[src/rtl/ultra_sonic_multi.sv]
// Multi-channel ultrasonic ranger: triggers NUM_CH HC-SR04-style sensors one at a
// time, times each synchronised echo in clk cycles and reports tagged results.
//
// state     | meaning
// ----------+-----------------------------------------------------------
// ST_IDLE   | no scan; waiting for start
// ST_TRIG   | pulse_out[ch] high, TRIG_CYCLES long
// ST_WAIT   | waiting for a synced echo rise, bounded by TIMEOUT_CYCLES
// ST_MEAS   | counting cycles with synced echo high
// ST_RESULT | one-cycle result strobe
// ST_SETTLE | dead time before the next trigger or scan end
module ultra_sonic_multi #(
  parameter int NUM_CH         = 4,
  parameter int COUNT_W        = 23,
  parameter int TRIG_CYCLES    = 500,
  parameter int TIMEOUT_CYCLES = 1900000,
  parameter int SETTLE_CYCLES  = 3000000,
  localparam int CH_W = (NUM_CH > 1) ? $clog2(NUM_CH) : 1
) (
  input  logic               clk,
  input  logic               reset_all,
  input  logic               start,
  input  logic               continuous,
  input  logic [NUM_CH-1:0]  ch_enable,
  input  logic [NUM_CH-1:0]  echo_high,
  output logic [NUM_CH-1:0]  pulse_out,
  output logic               active_out,
  output logic               count_ready_out,
  output logic [CH_W-1:0]    count_ch_out,
  output logic [COUNT_W-1:0] count_out,
  output logic               timeout_out,
  output logic               scan_done_out
);

  localparam logic [2:0] ST_IDLE   = 3'd0;
  localparam logic [2:0] ST_TRIG   = 3'd1;
  localparam logic [2:0] ST_WAIT   = 3'd2;
  localparam logic [2:0] ST_MEAS   = 3'd3;
  localparam logic [2:0] ST_RESULT = 3'd4;
  localparam logic [2:0] ST_SETTLE = 3'd5;

  localparam int MAX_TS = (TRIG_CYCLES > SETTLE_CYCLES) ? TRIG_CYCLES : SETTLE_CYCLES;
  localparam int MAX_T  = (MAX_TS > TIMEOUT_CYCLES) ? MAX_TS : TIMEOUT_CYCLES;
  localparam int TMR_W  = $clog2(MAX_T + 1);

  localparam logic [TMR_W-1:0]   TRIG_LOAD   = TMR_W'(TRIG_CYCLES - 1);
  localparam logic [TMR_W-1:0]   WAIT_LOAD   = TMR_W'(TIMEOUT_CYCLES - 1);
  localparam logic [TMR_W-1:0]   SETTLE_LOAD = TMR_W'(SETTLE_CYCLES - 1);
  localparam logic [COUNT_W-1:0] TIMEOUT_VAL = COUNT_W'(TIMEOUT_CYCLES);
  localparam logic [COUNT_W-1:0] MEAS_LAST   = COUNT_W'(TIMEOUT_CYCLES - 1);

  logic [2:0]         state;
  logic [TMR_W-1:0]   tmr;
  logic [COUNT_W-1:0] meas_cnt;
  logic [NUM_CH-1:0]  mask;
  logic [NUM_CH-1:0]  echo_s1;
  logic [NUM_CH-1:0]  echo_s2;
  logic [CH_W-1:0]    ch;
  logic               echo_prev;
  logic               echo_sel;
  logic               echo_rise;
  logic [CH_W-1:0]    first_ch;
  logic [CH_W-1:0]    next_ch;
  logic               next_found;

  assign echo_sel   = echo_s2[ch];
  assign echo_rise  = echo_sel & ~echo_prev;
  assign active_out = (state != ST_IDLE);

  // Descending scan so the lowest qualifying bit wins.
  always_comb begin
    first_ch   = '0;
    next_ch    = '0;
    next_found = 1'b0;
    for (int i = NUM_CH - 1; i >= 0; i--) begin
      if (ch_enable[i]) first_ch = CH_W'(i);
      if (mask[i] && (i > int'(ch))) begin
        next_ch    = CH_W'(i);
        next_found = 1'b1;
      end
    end
  end

  always_comb begin
    pulse_out = '0;
    if (state == ST_TRIG) pulse_out[ch] = 1'b1;
  end

  always_ff @(posedge clk) begin
    if (reset_all) begin
      state           <= ST_IDLE;
      tmr             <= '0;
      meas_cnt        <= '0;
      mask            <= '0;
      ch              <= '0;
      echo_s1         <= '0;
      echo_s2         <= '0;
      echo_prev       <= 1'b0;
      count_ready_out <= 1'b0;
      count_ch_out    <= '0;
      count_out       <= '0;
      timeout_out     <= 1'b0;
      scan_done_out   <= 1'b0;
    end else begin
      echo_s1         <= echo_high;
      echo_s2         <= echo_s1;
      // Tracks the selected line only; TRIG always precedes WAIT, so a channel
      // switch never fakes a rise.
      echo_prev       <= echo_sel;
      count_ready_out <= 1'b0;
      scan_done_out   <= 1'b0;
      case (state)
        ST_IDLE: begin
          if (start) begin
            mask <= ch_enable;
            if (ch_enable == '0) begin
              scan_done_out <= 1'b1;
            end else begin
              ch    <= first_ch;
              tmr   <= TRIG_LOAD;
              state <= ST_TRIG;
            end
          end
        end
        ST_TRIG: begin
          if (tmr == '0) begin
            tmr   <= WAIT_LOAD;
            state <= ST_WAIT;
          end else begin
            tmr <= tmr - TMR_W'(1);
          end
        end
        ST_WAIT: begin
          if (echo_rise) begin
            meas_cnt <= COUNT_W'(1);
            state    <= ST_MEAS;
          end else if (tmr == '0) begin
            count_ready_out <= 1'b1;
            count_ch_out    <= ch;
            count_out       <= TIMEOUT_VAL;
            timeout_out     <= 1'b1;
            state           <= ST_RESULT;
          end else begin
            tmr <= tmr - TMR_W'(1);
          end
        end
        ST_MEAS: begin
          if (!echo_sel) begin
            count_ready_out <= 1'b1;
            count_ch_out    <= ch;
            count_out       <= meas_cnt;
            timeout_out     <= 1'b0;
            state           <= ST_RESULT;
          end else if (meas_cnt == MEAS_LAST) begin
            // This cycle is the TIMEOUT_CYCLES-th high cycle.
            count_ready_out <= 1'b1;
            count_ch_out    <= ch;
            count_out       <= TIMEOUT_VAL;
            timeout_out     <= 1'b1;
            state           <= ST_RESULT;
          end else begin
            meas_cnt <= meas_cnt + COUNT_W'(1);
          end
        end
        ST_RESULT: begin
          tmr   <= SETTLE_LOAD;
          state <= ST_SETTLE;
        end
        ST_SETTLE: begin
          if (tmr != '0) begin
            tmr <= tmr - TMR_W'(1);
          end else if (next_found) begin
            ch    <= next_ch;
            tmr   <= TRIG_LOAD;
            state <= ST_TRIG;
          end else begin
            scan_done_out <= 1'b1;
            if (continuous && (ch_enable != '0)) begin
              mask  <= ch_enable;
              ch    <= first_ch;
              tmr   <= TRIG_LOAD;
              state <= ST_TRIG;
            end else begin
              state <= ST_IDLE;
            end
          end
        end
        default: state <= ST_IDLE;
      endcase
    end
  end

endmodule

[config.mk]
export PLATFORM = sky130hd
export DESIGN_NAME = ultra_sonic_multi
export DESIGN_NICKNAME = d
export VERILOG_FILES = /design/src/rtl/ultra_sonic_multi.sv
export SDC_FILE = /design/constraint.sdc
export NUM_CORES = 1
export LEC_CHECK = 0
export ABC_AREA = 1
export CAP_MARGIN = 20
export CORE_UTILIZATION = 52
export DETAILED_ROUTE_END_ITERATION = 16
export GPL_ROUTABILITY_DRIVEN = 0
export PLACE_DENSITY_LB_ADDON = 0.15
export SYNTH_ARGS = -nofsm -noshare
export SYNTH_HDL_FRONTEND = slang
export SYNTH_SLANG_ARGS = --single-unit
[constraint.sdc]
create_clock -name clk -period 1.7 [get_ports clk]
set_input_delay 0.34 -clock clk [delete_from_list [all_inputs] [get_ports clk]]
set_output_delay 0.34 -clock clk [all_outputs]
set_load 0.02 [all_outputs]
==> key figures, run 1 <==
Status
  • Status: finished, violations left
  • Failing checks: negative setup slack

Timing
  • RSZ-0062 raised after global routing: true
  • Slew of the pin with the lowest slew margin: 0.409 ns
  • Fin crit share: 101%
  • Final setup margin: -0.0222 ns
  • Rel. slew slack: between 70% and 80%
  • Crit path time final: ~1.7 ns
  • Final setup viols: 3
  • Fin. Hold Viols: 0
  • Clock Skew: about 0.016 ns
  • Hold_ws: approximately 0.40 ns
  • Count of pins over their slew limit: 0
  • Fmax: around 0.58 GHz

Final layout
  • Fill count: 741
  • Fin area: around 6800 um2
  • Share of cells above drive strength 1: approximately 29%
  • # diodes: 0
  • Area grow syn2layout: 38.2%
  • Nets: 919

Logic synthesis
  • Yosys top cell by area: dfxtp_1
  • Syn Nets: 767
  • Asr flop ratio synth: 0%
  • FF+latch count, synth: 90
  • Most common cell in the netlist: nand2_1
  • Post-synthesis sequential area ratio: 36.4%
  • Number of synthesized flops with an enable pin: 0
  • Synth warnings: 0
  • Post-synth top cells: nand2_1 (207), nor2_1 (99), dfxtp_1 (90)
  • Top cell type's share of synthesized area: 36.4%
  • Post-synthesis cell count: between 700 and 800
  • Syn Area/Cell: ~6.6 um2
  • Area contributors post-synth: dfxtp_1 (36%), nand2_1 (16%), nor2_1 (7.5%)
  • Ys flop type: dfxtp_1
  • Netlist cell types: 37
  • Cell area after synthesis: a little under 5000 um2

Global route
  • Gr ovfl total: 0
  • Global-route wire length before repair: 21900 um
  • Vias in the first global route: ~4900
  • GRT Overall Usage: between 20% and 30%
  • Initial antenna violation count: 0
  • Pin count of the biggest net entering global routing: 54

Floorplanning
  • Initial core utilization: between 50% and 60%
  • Chip Width: approximately 100 um
  • Std cell rows: 35
  • Core area: roughly 9200 um2
  • Die area: just under 10000 um2
  • I/O pin count: between 40 and 50
  • Die Y: approximately 100 um

Detailed routing
  • Number of DRC markers in iteration 0: 388
  • Vias post-DR: between 5000 and 6000
  • ANT nets after route: 0
  • Drt pass-1 iters: 6
  • Vias per cell: 5.21
  • # DRC: 0
  • WL/cell: about 13 um
  • Final wirelength: ~14000 um

Worst setup path
  • Critical setup path kind: register to register
  • Critical path data arrival time: between 1.5 and 2 ns
  • Data required time at the worst endpoint: 1.94 ns
  • CP startpoint kind: register
  • Max FO, Critical Path: 6
  • Crit path capture type: register

Power
  • P_leak: 2.95 nW
  • Power Density: between 1000 and 1500 nW/um2
  • Peak VDD IR: 0.000835 V

Clock network
  • TritonCTS Buffers: 9
  • Post-CTS Hold Buffers: 0
  • Reg clk slew, reported paths: roughly 0.09 ns
  • Clock sinks: 90
  • CTS Buffer Depth: 2
  • Root buffer cell: clkbuf_8
  • CTS H-tree lvls: 3
  • Clk_lat worst skew: between 0.3 and 0.4 ns
  • CTS tree: done

Placement
  • Placed cell areas: around 6300 um2
  • Port Buffers: 44
  • HPWL Detailed: about 9700 um

Flow run
  • Max Cap Viol: 0

Worst hold path
  • HP Class: register to register
-- logic make-up after synthesis --
group           after synthesis  share of synthesized area [%]
buf+inv                     105                           9.66
simple gates                422                           37.6
compound gates              118                           13.0
flops                        90                           36.4
fa+ha+maj                     2                          0.506
xor+xnor                     16                           2.83
-- layout by cell type (no fill, tap or decap), types with 3 or more instances in the layout --
| cell | n |
|---|---|
| a21oi_1 | 65 |
| a21oi_2 | 12 |
| buf_12 | 7 |
| buf_2 | 4 |
| buf_4 | 106 |
| buf_6 | 4 |
| clkbuf_8 | 9 |
| clkdlybuf4s50_1 | 35 |
| clkinv_2 | 4 |
| clkinvlp_4 | 3 |
| dfxtp_1 | 78 |
| dfxtp_2 | 10 |
| dlymetal6s2s_1 | 3 |
| inv_1 | 67 |
| inv_2 | 10 |
| inv_4 | 4 |
| nand2_1 | 190 |
| nand2_2 | 28 |
| nand2_4 | 5 |
| nand3_1 | 39 |
| nand3_2 | 6 |
| nand3_4 | 6 |
| nand4_1 | 16 |
| nor2_1 | 79 |
| nor2_2 | 19 |
| nor2_4 | 11 |
| nor3_1 | 13 |
| nor3_2 | 3 |
| o21ai_0 | 29 |
| o21ai_1 | 6 |
| xnor2_1 | 8 |
| xor2_1 | 6 |
-- flip-flops by register name, indices dropped and copies added (netlist names) --
| signal | count |
|---|---|
| count_ch_out | 2 |
| tmr | 22 |
| count_ready_out | 1 |
| mask | 3 |
| count_out | 23 |
| scan_done_out | 1 |
| echo_prev | 1 |
| echo_s1 | 4 |
| state | 3 |
| echo_s2 | 4 |
| ch | 2 |
| meas_cnt | 23 |
| timeout_out | 1 |
-- critical path: stages (launching register included) --
cell and delay, ns:
dfxtp_1 0.36, nor2_2 0.18, nand2_4 0.08, nor2_4 0.12, nand3_4 0.11, buf_4 0.16
nand2_2 0.08, nand2_1 0.08, nor2_1 0.11, buf_4 0.14, nand3_1 0.07, nand2_1 0.08
nor2_1 0.04
-- report_power, final --
group          internal, mW  switching (mW)  leakage, nW
logic                  2.39            3.03         2.14
registers              2.45           0.263        0.737
clock network         0.501           0.754       0.0766
-- layer usage --
layer	wire, um	track usage, %
met5	0	0
met4	271	9.39
met3	999	3.51
met2	6570	46.6
met1	6090	36.2
-- final timing paths --
path | from | to | slack, ns | cells after the start
max reg2reg | tmr[2] | state[0] | -0.02 | 12
min reg2reg | echo_s1[1] | echo_s2[1] | 0.40 | 2
min | echo_s1[1] | echo_s2[1] | 0.40 | 2
max | tmr[2] | state[0] | -0.02 | 12
-- final cells by class --
class,instances,area [um2],area share [%]
inverter,83,327,4.77
timing repair inverter,1,7.51,0.110
clock inverter,4,22.5,0.329
sequential,90,1820,26.6
tap,129,161,2.36
multi-input combinational,558,2950,43.2
timing repair buffer,162,1420,20.8
clock buffer,9,124,1.81
-- timing repair --
item | CTS | global route
gates resized for setup | 32 | 96
pin swaps | 9 | 15
hold endpoints to repair | 0 | 0
gates cloned | 0 | 2
endpoints found under the setup margin | 38 | 85
buffers inserted | 7 | 3
-- through the flow --
| stage | util, % | TNS [ns] | worst slack, ns | power (mW) | cells |
|---|---|---|---|---|---|
| finish | 74.0 | -0.0348 | -0.0222 | 9.39 | 1036 |
| global route | 74.0 | -2.04 | -0.130 | 10.0 | 1036 |
| CTS | 70.5 | 0 | 0.00586 | 8.79 | 1031 |
| detailed placement | 67.7 | -7.05 | -0.352 | 7.34 | 1011 |
| global placement | 67.7 | -4.91 | -0.287 | 7.23 | 1011 |
| floorplan | - | 0 | 0.00267 | 5.63 | 753 |
Power figures use the tool's default switching activity.
==> inputs of run 2 (changes only) <==
--- a/config.mk
+++ b/config.mk
@@ -5,12 +5,13 @@
 export SDC_FILE = /design/constraint.sdc
 export NUM_CORES = 1
 export LEC_CHECK = 0
-export ABC_AREA = 1
 export CAP_MARGIN = 20
-export CORE_UTILIZATION = 52
+export CORE_UTILIZATION = 51
 export DETAILED_ROUTE_END_ITERATION = 16
 export GPL_ROUTABILITY_DRIVEN = 0
 export PLACE_DENSITY_LB_ADDON = 0.15
+export SKIP_CTS_REPAIR_TIMING = 1
+export SLEW_MARGIN = 20
 export SYNTH_ARGS = -nofsm -noshare
 export SYNTH_HDL_FRONTEND = slang
 export SYNTH_SLANG_ARGS = --single-unit
==> key figures, run 2 <==
Logic synthesis
  • Post-synthesis cell count: ~530
  • Ys flop type: dfxtp_1
  • Yosys top cell by area: dfxtp_1
  • Post-synth top cells: dfxtp_1 (90), nor2_1 (80), nand2_1 (39)
  • Most common cell in the netlist: dfxtp_1
  • Syn Nets: between 500 and 600
  • Synth warnings: 0
  • Post-synthesis sequential area ratio: around two fifths
  • Syn Area/Cell: roughly 8.4 um2
  • Number of synthesized flops with an enable pin: 0
  • Top cell type's share of synthesized area: around two fifths
  • Area contributors post-synth: dfxtp_1 (40%), nor2_1 (6.7%), a21oi_1 (3.8%)
  • Asr flop ratio synth: 0%
  • FF+latch count, synth: 90
  • Cell area after synthesis: 4450 um2
  • Netlist cell types: 72

Detailed routing
  • Vias post-DR: 5497
  • Vias per cell: around 6.5
  • Drt pass-1 iters: 5
  • # DRC: 0
  • WL/cell: between 20 and 25 um
  • Number of DRC markers in iteration 0: between 400 and 500
  • Final wirelength: between 15000 and 20000 um
  • ANT nets after route: 0

Worst setup path
  • Reg-to-reg startpoint: tmr[1]
  • Crit-path max cell delay: around 0.42 ns
  • Data required time at the worst endpoint: a little under 2 ns
  • Delay-heaviest family, CP: simple AND/OR/NAND/NOR gates
  • CP cell instances: inv_2 > ha_4 > or3b_4 > nor3_4 > nand4_1 > nor4_1 > buf_4 > o22ai_1 > a32o_1
  • Critical path data arrival time: ~2.5 ns
  • Crit path capture type: register
  • Crit-path slowest cell: or3b_4
  • Max FO, Critical Path: 3
  • CP Buf/Inv Count: 2
  • Critical setup path kind: register to register
  • Crit path from: tmr[1]
  • WP depth: 9
  • Cells on worst reg2reg path: 9
  • CP startpoint kind: register

Timing
  • Fin crit share: 133%
  • Crit path time final: 2.26 ns
  • RSZ-0062 raised after global routing: true
  • Rel. slew slack: 63.5%
  • Count of pins over their slew limit: 0
  • Hold_ws: about 0.36 ns
  • Clock Skew: ~0.012 ns
  • Slew of the pin with the lowest slew margin: 0.543 ns
  • Final setup viols: 87
  • Fin. Hold Viols: 0
  • Fmax: between 0.4 and 0.5 GHz
  • Final setup margin: -0.558 ns

Final layout
  • Multi-input gate area: 3330 um2
  • Nets: 750
  • Commonest non-fill, non-tap cells in the layout: buf_4 (155), dfxtp_1 (79), nor2_1 (68)
  • Fin area: 7480 um2
  • Largest registers: count_out x23, meas_cnt x23, tmr x22
  • Fill count: 333
  • # diodes: 0
  • Reg area: approximately 1800 um2
  • Final core occ: between 80% and 90%
  • Share of cells above drive strength 1: approximately half
  • Post-Layout Cell Count: between 800 and 900
  • Area grow syn2layout: 68.1%
  • Commonest non-fill, non-tap cell in the layout: buf_4

Global route
  • Global-route wire length before repair: 22400 um
  • Initial antenna violation count: 0
  • Vias in the first global route: ~4900
  • GRT Overall Usage: a little under a third
  • Gr ovfl total: 0
  • Pin count of the biggest net entering global routing: 27

Status
  • Status: finished, violations left
  • Failing checks: negative setup slack

Floorplanning
  • Core area: about 8300 um2
  • I/O pin count: 45
  • Die Y: 95.4 um
  • Chip Width: between 90 and 100 um
  • Std cell rows: 33
  • Die area: 9100 um2
  • Initial core utilization: 53.3%

Worst hold path
  • Hold depth: 2
  • Hold path startpoint: reset_all
  • HP Class: input port to register

Clock network
  • CTS Buffer Depth: 2
  • Clock sinks: 90
  • Reg clk slew, reported paths: ~0.1 ns
  • CTS H-tree lvls: 3
  • TritonCTS Buffers: 9
  • Clk_lat worst skew: 0.37 ns
  • CTS tree: done
  • Root buffer cell: clkbuf_8

Placement
  • HPWL Detailed: roughly 10000 um
  • Placed cell areas: about 6500 um2
  • Port Buffers: 44
  • Placed cells: 811

Power
  • Power Density: approximately 1600 nW/um2
  • Peak VDD IR: 0.000633 V
  • P_leak: approximately 3.2 nW

Flow run
  • Max Cap Viol: 0
-- run 2: changes by cell type after synthesis, moves of 13 or more --
cell,delta
nor2_1,-19
nand3_1,-30
nor2b_1,+13
o221a_2,+13
nand2_2,-14
nand2_1,-168
inv_1,-56
a21oi_1,-32
-- run 2: worst paths after layout --
| check | endpoint | slack, ns |
|---|---|---|
| max | state[0] | -0.56 |
| min | count_out[9] | 0.36 |
| max reg2reg | state[0] | -0.56 |
| min reg2reg | echo_s2[2] | 0.45 |
-- run 2: cell type report --
class	count	area share (%)
multi-input cells	398	44.5
clock inverters	6	0.970
well taps	105	1.76
repair buffers	219	25.9
clock buffers	10	1.71
inverters	18	0.903
flip-flops and latches	90	24.3
-- run 2: stage by stage --
step	worst slack [ns]	TNS (ns)	power (mW)
2_1_floorplan	-0.392	-14.83	5.91
3_3_place_gp	-0.660	-36.91	8.18
3_5_place_dp	-0.754	-40.75	8.38
4_1_cts	-0.769	-39.05	9.92
5_1_grt	-0.722	-44.40	12.1
6_report	-0.558	-35.54	11.6
-- run 2: report_power, final --
part | internal [mW] | switching [mW]
Clock | 0.700 | 0.855
Combinational | 3.44 | 3.90
Sequential | 2.41 | 0.317
Total | 6.56 | 5.07
-- run 2: kinds of logic (layout without fill, tap and decap cells) --
logic type	Yosys count	in the layout	synth area share [%]
XOR/XNOR	18	18	3.54
flip-flops	90	90	40.5
adder cells (fa/ha/maj)	2	2	0.562
AO/OA/AOI/OAI	148	148	24.5
multiplexers	7	7	1.60
buffers and inverters	44	253	4.11
AND/OR/NAND/NOR	223	223	25.2
-- run 2: worst register-to-register path: cells and delay by family, from the launching register on --
family / cells / cell delay, ns
buffers and inverters: 2 / 0.26
AND/OR/NAND/NOR: 4 / 1.08
adder cells (fa/ha/maj): 1 / 0.14
flip-flops: 1 / 0.34
AO/OA/AOI/OAI: 2 / 0.33
-- run 2: metal layers --
metal  GRT usage, %  part of all wire (%)  vias up
li1               -                     -     2371
met1           36.8                    37     2632
met2           57.1                    49      366
met3           4.63                   7.9      128
met4           16.0                   6.3        0
met5              0                     0        -
